--- src/rtl/operand_feeder_pkg.sv ---
// operand_feeder_pkg: shared types for the operand feeder slice.
//   feeder_state_e : tile sequencer states (IDLE waits for a command, RUN streams K beats)
//   beat_flags_t   : per-beat markers carried alongside operand data
package operand_feeder_pkg;

  typedef enum logic [0:0] {
    ST_IDLE = 1'b0,
    ST_RUN  = 1'b1
  } feeder_state_e;

  typedef struct packed {
    logic rst_acc;     // first beat of a tile
    logic stream_out;  // last beat of a tile
  } beat_flags_t;

endpackage

--- src/rtl/operand_feeder_if.sv ---
// operand_feeder_if: bundles the command, operand-input and array-output
// handshakes of the operand feeder.
//   master : environment side (issues commands/operands, accepts array vectors)
//   slave  : feeder side
interface operand_feeder_if #(
  parameter int unsigned IN_WIDTH   = 8,
  parameter int unsigned ROWS       = 4,
  parameter int unsigned COLS       = 4,
  parameter int unsigned KLEN_WIDTH = 16
);

  logic [KLEN_WIDTH-1:0]    cmd_k_len;
  logic                     cmd_vld;
  logic                     cmd_rdy;
  logic [IN_WIDTH*ROWS-1:0] a_data;
  logic                     a_vld;
  logic                     a_rdy;
  logic [IN_WIDTH*COLS-1:0] b_data;
  logic                     b_vld;
  logic                     b_rdy;
  logic [IN_WIDTH*ROWS-1:0] row_data_in;
  logic                     row_data_in_vld;
  logic                     row_data_in_rdy;
  logic [IN_WIDTH*COLS-1:0] col_data_in;
  logic                     col_data_in_vld;
  logic                     col_data_in_rdy;
  logic                     rst_accumulator_rdy;
  logic                     stream_out_rdy;
  logic                     busy;
  logic                     tile_done;

  modport master (
    output cmd_k_len, cmd_vld, a_data, a_vld, b_data, b_vld,
           row_data_in_rdy, col_data_in_rdy,
    input  cmd_rdy, a_rdy, b_rdy, row_data_in, row_data_in_vld,
           col_data_in, col_data_in_vld, rst_accumulator_rdy,
           stream_out_rdy, busy, tile_done
  );

  modport slave (
    input  cmd_k_len, cmd_vld, a_data, a_vld, b_data, b_vld,
           row_data_in_rdy, col_data_in_rdy,
    output cmd_rdy, a_rdy, b_rdy, row_data_in, row_data_in_vld,
           col_data_in, col_data_in_vld, rst_accumulator_rdy,
           stream_out_rdy, busy, tile_done
  );

endinterface

--- src/rtl/operand_feeder_pipe_reg.sv ---
// pipe_reg: one-entry valid/ready register carrying operand data and beat flags.
//   clk, rst                      : clock, async active-high reset
//   in_vld/in_rdy/in_data/in_flags: upstream side
//   out_vld/out_rdy/out_data/out_flags: downstream side
// Contents are cleared whenever the entry empties, so flags read 0 while out_vld=0.
module pipe_reg
  import operand_feeder_pkg::*;
#(
  parameter int unsigned WIDTH = 8
) (
  input  logic             clk,
  input  logic             rst,
  input  logic             in_vld,
  output logic             in_rdy,
  input  logic [WIDTH-1:0] in_data,
  input  beat_flags_t      in_flags,
  output logic             out_vld,
  input  logic             out_rdy,
  output logic [WIDTH-1:0] out_data,
  output beat_flags_t      out_flags
);

  logic             vld_q, vld_d;
  logic [WIDTH-1:0] data_q, data_d;
  beat_flags_t      flags_q, flags_d;

  always_comb begin
    in_rdy  = !vld_q || out_rdy;
    vld_d   = vld_q;
    data_d  = data_q;
    flags_d = flags_q;
    if (in_vld && in_rdy) begin
      vld_d   = 1'b1;
      data_d  = in_data;
      flags_d = in_flags;
    end else if (vld_q && out_rdy) begin
      vld_d   = 1'b0;
      data_d  = '0;
      flags_d = '0;
    end
  end

  always_ff @(posedge clk or posedge rst) begin
    if (rst) begin
      vld_q   <= 1'b0;
      data_q  <= '0;
      flags_q <= '0;
    end else begin
      vld_q   <= vld_d;
      data_q  <= data_d;
      flags_q <= flags_d;
    end
  end

  assign out_vld   = vld_q;
  assign out_data  = data_q;
  assign out_flags = flags_q;

endmodule

--- src/rtl/operand_feeder.sv ---
// operand_feeder: accepts a tile command of K beats, pairs row/column operand
// beats and forwards them through a one-stage register to the systolic array,
// marking the first (rst_accumulator_rdy) and last (stream_out_rdy) beat.
//   clk, rst : clock, async active-high reset
//   bus      : operand_feeder_if slave (command, a/b operands, row/col outputs,
//              beat flags, busy, tile_done)
module operand_feeder
  import operand_feeder_pkg::*;
#(
  parameter int unsigned IN_WIDTH   = 8,
  parameter int unsigned ROWS       = 4,
  parameter int unsigned COLS       = 4,
  parameter int unsigned KLEN_WIDTH = 16
) (
  input logic                 clk,
  input logic                 rst,
  operand_feeder_if.slave     bus
);

  localparam int unsigned ROW_W = IN_WIDTH * ROWS;
  localparam int unsigned COL_W = IN_WIDTH * COLS;
  localparam int unsigned DW    = ROW_W + COL_W;
  localparam logic [KLEN_WIDTH-1:0] ONE = {{(KLEN_WIDTH-1){1'b0}}, 1'b1};

  feeder_state_e         state_q, state_d;
  logic [KLEN_WIDTH-1:0] cnt_q, cnt_d;
  logic [KLEN_WIDTH-1:0] k_q, k_d;
  logic                  tile_done_q, tile_done_d;

  logic        pipe_in_vld, pipe_in_rdy, pipe_out_vld, pipe_out_rdy;
  logic        accept, last_beat;
  logic [DW-1:0] in_data, out_data;
  beat_flags_t in_flags, out_flags;

  always_comb begin
    pipe_in_vld  = (state_q == ST_RUN) && bus.a_vld && bus.b_vld;
    accept       = pipe_in_vld && pipe_in_rdy;
    pipe_out_rdy = bus.row_data_in_rdy && bus.col_data_in_rdy;
    last_beat    = (cnt_q == k_q - ONE);

    in_data             = {bus.a_data, bus.b_data};
    in_flags.rst_acc    = (cnt_q == '0);
    in_flags.stream_out = last_beat;

    state_d = state_q;
    cnt_d   = cnt_q;
    k_d     = k_q;
    // A tile ends either when its last beat drains downstream or on a K=0 command.
    tile_done_d = pipe_out_vld && pipe_out_rdy && out_flags.stream_out;

    case (state_q)
      ST_IDLE: begin
        if (bus.cmd_vld) begin
          k_d   = bus.cmd_k_len;
          cnt_d = '0;
          if (bus.cmd_k_len != '0) begin
            state_d = ST_RUN;
          end else begin
            tile_done_d = 1'b1;
          end
        end
      end
      ST_RUN: begin
        if (accept) begin
          if (last_beat) begin
            state_d = ST_IDLE;
            cnt_d   = '0;
          end else begin
            cnt_d = cnt_q + ONE;
          end
        end
      end
      default: state_d = ST_IDLE;
    endcase
  end

  always_ff @(posedge clk or posedge rst) begin
    if (rst) begin
      state_q     <= ST_IDLE;
      cnt_q       <= '0;
      k_q         <= '0;
      tile_done_q <= 1'b0;
    end else begin
      state_q     <= state_d;
      cnt_q       <= cnt_d;
      k_q         <= k_d;
      tile_done_q <= tile_done_d;
    end
  end

  pipe_reg #(
    .WIDTH (DW)
  ) u_pipe_reg (
    .clk       (clk),
    .rst       (rst),
    .in_vld    (pipe_in_vld),
    .in_rdy    (pipe_in_rdy),
    .in_data   (in_data),
    .in_flags  (in_flags),
    .out_vld   (pipe_out_vld),
    .out_rdy   (pipe_out_rdy),
    .out_data  (out_data),
    .out_flags (out_flags)
  );

  assign bus.cmd_rdy             = (state_q == ST_IDLE);
  assign bus.a_rdy               = accept;
  assign bus.b_rdy               = accept;
  assign bus.row_data_in         = out_data[DW-1 -: ROW_W];
  assign bus.col_data_in         = out_data[COL_W-1:0];
  assign bus.row_data_in_vld     = pipe_out_vld;
  assign bus.col_data_in_vld     = pipe_out_vld;
  assign bus.rst_accumulator_rdy = out_flags.rst_acc;
  assign bus.stream_out_rdy      = out_flags.stream_out;
  assign bus.busy                = (state_q == ST_RUN) || pipe_out_vld;
  assign bus.tile_done           = tile_done_q;

endmodule

--- src/flat_wrapper.sv ---
// flat-port wrapper written by rule: the top's interface ports become plain ports
module operand_feeder_flat import operand_feeder_pkg::*;
#(
  parameter int unsigned IN_WIDTH   = 8,
  parameter int unsigned ROWS       = 4,
  parameter int unsigned COLS       = 4,
  parameter int unsigned KLEN_WIDTH = 16
)
  (clk, rst, bus_cmd_k_len, bus_cmd_vld, bus_a_data, bus_a_vld, bus_b_data, bus_b_vld, bus_row_data_in_rdy, bus_col_data_in_rdy, bus_cmd_rdy, bus_a_rdy, bus_b_rdy, bus_row_data_in, bus_row_data_in_vld, bus_col_data_in, bus_col_data_in_vld, bus_rst_accumulator_rdy, bus_stream_out_rdy, bus_busy, bus_tile_done);
  operand_feeder_if #(.IN_WIDTH(IN_WIDTH), .ROWS(ROWS), .COLS(COLS), .KLEN_WIDTH(KLEN_WIDTH)) bus_i ();
  input logic clk;
  input logic rst;
  input wire logic [$bits(bus_i.cmd_k_len)-1:0] bus_cmd_k_len;
  input wire logic [$bits(bus_i.cmd_vld)-1:0] bus_cmd_vld;
  input wire logic [$bits(bus_i.a_data)-1:0] bus_a_data;
  input wire logic [$bits(bus_i.a_vld)-1:0] bus_a_vld;
  input wire logic [$bits(bus_i.b_data)-1:0] bus_b_data;
  input wire logic [$bits(bus_i.b_vld)-1:0] bus_b_vld;
  input wire logic [$bits(bus_i.row_data_in_rdy)-1:0] bus_row_data_in_rdy;
  input wire logic [$bits(bus_i.col_data_in_rdy)-1:0] bus_col_data_in_rdy;
  output wire logic [$bits(bus_i.cmd_rdy)-1:0] bus_cmd_rdy;
  output wire logic [$bits(bus_i.a_rdy)-1:0] bus_a_rdy;
  output wire logic [$bits(bus_i.b_rdy)-1:0] bus_b_rdy;
  output wire logic [$bits(bus_i.row_data_in)-1:0] bus_row_data_in;
  output wire logic [$bits(bus_i.row_data_in_vld)-1:0] bus_row_data_in_vld;
  output wire logic [$bits(bus_i.col_data_in)-1:0] bus_col_data_in;
  output wire logic [$bits(bus_i.col_data_in_vld)-1:0] bus_col_data_in_vld;
  output wire logic [$bits(bus_i.rst_accumulator_rdy)-1:0] bus_rst_accumulator_rdy;
  output wire logic [$bits(bus_i.stream_out_rdy)-1:0] bus_stream_out_rdy;
  output wire logic [$bits(bus_i.busy)-1:0] bus_busy;
  output wire logic [$bits(bus_i.tile_done)-1:0] bus_tile_done;
  assign bus_i.cmd_k_len = bus_cmd_k_len;
  assign bus_i.cmd_vld = bus_cmd_vld;
  assign bus_i.a_data = bus_a_data;
  assign bus_i.a_vld = bus_a_vld;
  assign bus_i.b_data = bus_b_data;
  assign bus_i.b_vld = bus_b_vld;
  assign bus_i.row_data_in_rdy = bus_row_data_in_rdy;
  assign bus_i.col_data_in_rdy = bus_col_data_in_rdy;
  assign bus_cmd_rdy = bus_i.cmd_rdy;
  assign bus_a_rdy = bus_i.a_rdy;
  assign bus_b_rdy = bus_i.b_rdy;
  assign bus_row_data_in = bus_i.row_data_in;
  assign bus_row_data_in_vld = bus_i.row_data_in_vld;
  assign bus_col_data_in = bus_i.col_data_in;
  assign bus_col_data_in_vld = bus_i.col_data_in_vld;
  assign bus_rst_accumulator_rdy = bus_i.rst_accumulator_rdy;
  assign bus_stream_out_rdy = bus_i.stream_out_rdy;
  assign bus_busy = bus_i.busy;
  assign bus_tile_done = bus_i.tile_done;
  operand_feeder #(.IN_WIDTH(IN_WIDTH), .ROWS(ROWS), .COLS(COLS), .KLEN_WIDTH(KLEN_WIDTH)) u_core (.clk(clk), .rst(rst), .bus(bus_i));
endmodule
--- config.mk ---
export PLATFORM = sky130hd
export DESIGN_NAME = operand_feeder_flat
export DESIGN_NICKNAME = d
export VERILOG_FILES = /design/src/rtl/operand_feeder_pkg.sv /design/src/rtl/operand_feeder_if.sv /design/src/rtl/operand_feeder_pipe_reg.sv /design/src/rtl/operand_feeder.sv /design/src/flat_wrapper.sv
export SDC_FILE = /design/constraint.sdc
export NUM_CORES = 1
export LEC_CHECK = 0
export CORE_ASPECT_RATIO = 1.1
export CORE_MARGIN = 3
export CORE_UTILIZATION = 41
export DETAILED_ROUTE_END_ITERATION = 12
export PLACE_DENSITY = 0.75
export SYNTH_ARGS = -nofsm -noshare
export SYNTH_HDL_FRONTEND = slang
export SYNTH_SLANG_ARGS = --single-unit
--- constraint.sdc ---
create_clock -name clk -period 3.1 [get_ports clk]
set_input_delay 0.31 -clock clk [delete_from_list [all_inputs] [get_ports clk]]
set_output_delay 0.31 -clock clk [all_outputs]
set_load 0.02 [all_outputs]
* Word-level counts from Yosys, hierarchy flattened
Index checks and enable logic that the tools add are counted.
** Storage, ports and cells
- Bits in registers :: 101
- Bits of input ports :: 87
- Output and inout bits :: 73
- Logic and storage cells :: 46
** Cells by class
- Add/sub/neg operators :: 2
- Eq/ne operators :: 3
- Muxes and demuxes :: 18
- Bitwise gates (word level) :: 1
- Reduce and logical (&&, ||, !) cells :: 14
** Operators with widths (number)
- 64-bit two-way mux :: 2
- 16-bit two-way mux :: 3
- 16-bit one-hot mux with 2 select lines :: 1
- 16-bit by 1-bit adder with 16-bit output, second input constant :: 1
- 16-bit == test :: 1
- 16-bit logical NOT :: 1
- 16-bit nonzero test :: 1
- 16-bit by 1-bit subtractor with 16-bit output, second input constant :: 1
- 1-bit two-way mux :: 9
- 1-bit logical AND :: 6
- 2-bit two-way mux :: 2
- 2-bit inequality test, second input constant :: 2
- 2-bit AND reduction :: 2
- 1-bit logical OR :: 2
- 1-bit one-hot mux with 2 select lines :: 1
- 2-bit nonzero test :: 1
- 1-bit logical NOT :: 1
- 1-bit inverter :: 1

* Longest topological paths before layout
- Word-level depth :: 6
- Gate-level depth with buffers :: 12
- Gate-level depth less buffers :: 9

* By module
A second synthesis with hierarchy kept.
** Unflattened totals
- Cell total of the unflattened synthesis :: 556
- Area total of the unflattened synthesis :: 5672.9 µm²
** By module, submodules not included
- pipe_reg :: times used 1, cells an instance 263, area each 3255.6 µm²
- operand_feeder :: times used 1, cells an instance 293, area each 2417.3 µm²

* Worst setup path before layout
OpenSTA, ideal clock, no wires.
- Path type :: register -> register
- From :: register u_core.k_q[0]
- To :: register u_core.state_q
- Library setup time :: 0.121 ns
- Arrival time :: 2.418 ns
- Required time :: 2.979 ns
- Setup slack :: 0.561 ns
- Cell stages (with the launch flop) :: 12
- Path buffers :: 2
- Clock period less this slack :: 2.539 ns
- Cell sequence :: dfrtp_1 buf_2 inv_1 ha_1 buf_2 nor3b_4 nand2_1 or4_1 a32oi_1 nand4_1 or2_1 a22o_1
** Between the ends
- Cells in the longest elaborated chain, start to end :: 5
** RTL lines
- from (decl) :: RTL line operand_feeder.sv:27 : logic [KLEN_WIDTH-1:0] k_q, k_d;
- from (signal assigned) :: RTL line operand_feeder.sv:86 : k_q <= k_d;
- 16-bit by 1-bit subtractor with 16-bit output :: RTL line operand_feeder.sv:39 : last_beat = (cnt_q == k_q - ONE);
- 16-bit == test :: RTL line operand_feeder.sv:39
- 1-bit two-way mux :: RTL line operand_feeder.sv:65 : if (last_beat) begin
- 1-bit two-way mux :: RTL line operand_feeder.sv:64 : if (accept) begin
- 1-bit one-hot mux with 2 select lines :: RTL line operand_feeder.sv:51 : case (state_q)
- via u_core.state_d :: RTL line operand_feeder.sv:25 : feeder_state_e state_q, state_d;
- to (signal assigned) :: RTL line operand_feeder.sv:84 : state_q <= state_d;
- to (decl) :: RTL line operand_feeder.sv:25
The timed path passes the listed nets, and every way through them passes these cells.
A chain may end at the register's enable or synchronous reset.

* Worst setup path in the final report
- From :: register u_core.k_q[0]
- To :: register u_core.cnt_q[7]
** Between the ends
- Cells in the longest elaborated chain, start to end :: 5
** RTL lines
- 16-bit by 1-bit subtractor with 16-bit output :: RTL line operand_feeder.sv:39
- 16-bit == test :: RTL line operand_feeder.sv:39
- 16-bit two-way mux :: RTL line operand_feeder.sv:65
- 16-bit two-way mux :: RTL line operand_feeder.sv:64
- 16-bit one-hot mux with 2 select lines :: RTL line operand_feeder.sv:51
- to (signal assigned) :: RTL line operand_feeder.sv:85 : cnt_q <= cnt_d;
- to (decl) :: RTL line operand_feeder.sv:26 : logic [KLEN_WIDTH-1:0] cnt_q, cnt_d;
No other way between the ends. The select of a mux whose other input is x is not followed.

==> results.cfg <==
[status]
status = complete, no violations

[clock_tree]
clkSlewWorstSetupHoldPaths_ns = 0.07
cts_tree = yes
clk_latency_ns = 0.34
root_buffer = clkbuf_16
ctsHtreeMaxLevel = 3
cts_sinks = 101
postCtsHoldBufs = 0
clock_path_buffers = 2
cts_made_buffers = 9

[synth]
postSynthCellCount = 431
synthXorXnorAreaFrac = 0.0492
async_flop_share = 1.00
synth-edff-count = 0
synth-seq-cells = 101
yosysTopAreaCell = dfrtp_1
synth.area.top_cells = dfrtp_1, a22o_1, nand2_1
synthAdderAreaFrac = 0.00811
ys.warnings.count = 0
ys_seq_area_frac = 0.546
synth_top_family_by_area = compound AO/OA/AOI/OAI gates
synth_top_area_frac = 0.546
synthDistinctLibCells = 50
avgSynthCellArea_sq_um = 10.7
syn-cell-area_sq_mm = 0.00463
syn_nets = 521
synth_compound_area_frac = 0.184
synth_mux_area_frac = 0.00865
synth-simple-area-share = 0.169
ys.flop_type = dfrtp_1

[die]
die_w_um = 107
rows = 40
pin_count = 160
dieArea_sq_mm = 0.0126
die_y_um = 117
core_area_sq_mm = 0.0110
start_util = 0.422

[drt]
vias_per_cell = 5.40
wl_um = 12200
drc = 0
wl_per_cell_um = 16.7
firstDrtPassIters = 4
drt_iter0_drc = 211
num_vias = 3941
ant_nets = 0

[critical_path]
slowest_stage = dfrtp_1
required_ns = 3.28
cp_data_arrival_time_ns = 3.08
path_class = flip-flop to flip-flop
critPathBufInv = 2
end_kind = flip-flop
cp_max_fo = 11
crit_family = simple AND/OR/NAND/NOR gates
cp_cell_sequence = inv_1 > ha_2 > nor3b_4 > nand4b_1 > or4_1 > a32oi_1 > nand4_1 > buf_4 > nand2_1 > o311ai_0
max_stage_delay_ns = 0.48
startpoint_type = flip-flop

[cells_and_area]
diodes = 0
multi_input_area_sq_mm = 0.00196
layout-drive-gt1-share = 0.0617
final_nets = 668
seq_area_sq_mm = 0.00253
fin_util = 0.611
area_growth_pct = 44.6
fill_cells = 903

[timing]
fin_crit_sh = 0.938
clock_skew_ns = 0.00766
timing.fmax_mhz = 344
setup_viol = 0
tns_ns = 0
timing.slew.headroom = 0.479
rsz0062_at_grt = false
hold_ws_ns = 0.486
fin_crit_ns = 2.91
slew_viol_final = 0
worstMarginPinSlew_ns = 0.782
setup_ws_ns = 0.192
hold_viol_final = 0

[power]
p_total_w = 0.00467
cellPowerDensity_mw_per_mm2 = 698
irDropWorstVdd_v = 0.000377
power.leakage_nw = 2.88

[global_route]
grt_util_all_layers = 0.198
grt_pass1_vias = 4171
grt_first_pass_wirelength_um = 20500
antenna_found_initial = 0
grt_remaining_overflow = 0
grt_start_max_net_pins = 67

[placement]
gp_congestion = 0.960
port_buffers = 159
pre_cts_ws_ns = 0.188
post-dp-hpwl_um = 8770

[min_path]
hold_path.class = input pin to async pin

[flow_run]
drv_cap = 0
==> registers in the layout, indices dropped and copies added, names as in the netlist <==
register                     count
u_core.u_pipe_reg.out_data      64
u_core.cnt_q                    16
u_core.k_q                      16
u_core.u_pipe_reg.out_flags      2
u_core.bus.tile_done             1
u_core.state_q                   1
u_core.u_pipe_reg.out_vld        1
==> cells by family (layout without fill, tap and decap cells) <==
family | count (synthesis) | in the layout
AOI/OAI and AO/OA | 108 | 108
DFF | 101 | 101
muxes | 4 | 4
adders and majority gates | 3 | 3
xor gates and xnor gates | 26 | 26
buffers and inverters | 39 | 191
and+or+nand+nor | 150 | 150
==> where the power goes <==
part           switching (W)  leakage [nW]  internal [W]
combinational       0.000763          1.42      0.000799
clock               0.000499         0.161      0.000737
sequential          0.000284          1.30       0.00159
==> through the flow <==
stage / cells / cell area (sq um)
5_1_grt: 730 / 6690
2_1_floorplan: 431 / 4630
3_3_place_gp: 714 / 6360
3_5_place_dp: 714 / 6360
6_report: 730 / 6690
4_1_cts: 730 / 6690
==> area by class of cell <==
class                   count  share of cell area
multi-input cells         291               0.292
inverters                   9             0.00542
clock inverters             6              0.0138
flip-flops and latches    101               0.378
clock buffers              10              0.0357
repair buffers            166               0.248
well taps                 147              0.0275
==> layout by cell type, fill, tap and decap left out, types with 3 or more instances in the layout <==
master           count
dfrtp_1            101
xor2_1              14
xnor2_1             12
nor4_1              10
and4_1               3
clkbuf_16            9
inv_1                7
a21oi_1              9
a22o_1              65
clkdlybuf4s50_1    159
nand2_1             70
buf_4                6
or4_1                4
a32oi_1              3
mux2i_1              4
nand4_1             11
and3_1               6
nor2_1              18
o211ai_1             3
nand3_1              8
o21ai_0             12
==> cells in the mapped netlist, drive strengths merged (3+ instances only) <==
library cell / number
and4: 3
and3: 6
a31oi: 3
nor2: 18
clkbuf: 18
o211ai: 3
a22o: 65
nor4: 13
or4: 4
a32oi: 3
o21ai: 14
nand2: 70
inv: 9
or2: 3
mux2i: 4
buf: 12
nor3: 3
a21oi: 9
xnor2: 12
dfrtp: 101
nand4: 11
ha: 3
xor2: 14
nand3: 8
==> worst register-to-register path: stages (launching register included) <==
cell	delay (ns)
dfrtp_1	0.48
inv_1	0.12
ha_2	0.28
nor3b_4	0.31
nand4b_1	0.21
or4_1	0.46
a32oi_1	0.18
nand4_1	0.15
buf_4	0.23
nand2_1	0.16
o311ai_0	0.17
==> path summary, 6_finish.rpt <==
kind	from	end	slack [ns]	cells past startpoint
setup / recovery	u_core.k_q[0]	u_core.cnt_q[7]	0.19	10
min in group clk	u_core.u_pipe_reg.out_flags[1]	u_core.u_pipe_reg.out_flags[1]	0.49	2
setup reg to reg	u_core.k_q[0]	u_core.cnt_q[7]	0.19	10
hold reg to reg	u_core.u_pipe_reg.out_flags[1]	u_core.u_pipe_reg.out_flags[1]	0.49	2
max in group asynchronous	rst	u_core.k_q[12]	1.94	3
hold / removal	rst	u_core.u_pipe_reg.out_data[34]	0.49	2
==> routing by layer <==
metal  global-route usage  up-vias  wire [um]
met5                    0        -          0
met3               0.0451       24        720
met4               0.0815        0        299
li1                     -     1857          -
met1                0.252     1927       5070
met2                0.324      133       6080
==> what timing repair did <==
item | CTS | global route
gates resized for setup | 0 | 1
endpoints found under the setup margin | 0 | 2
setup buffers | 0 | 0
Power figures use the tool's default switching activity.
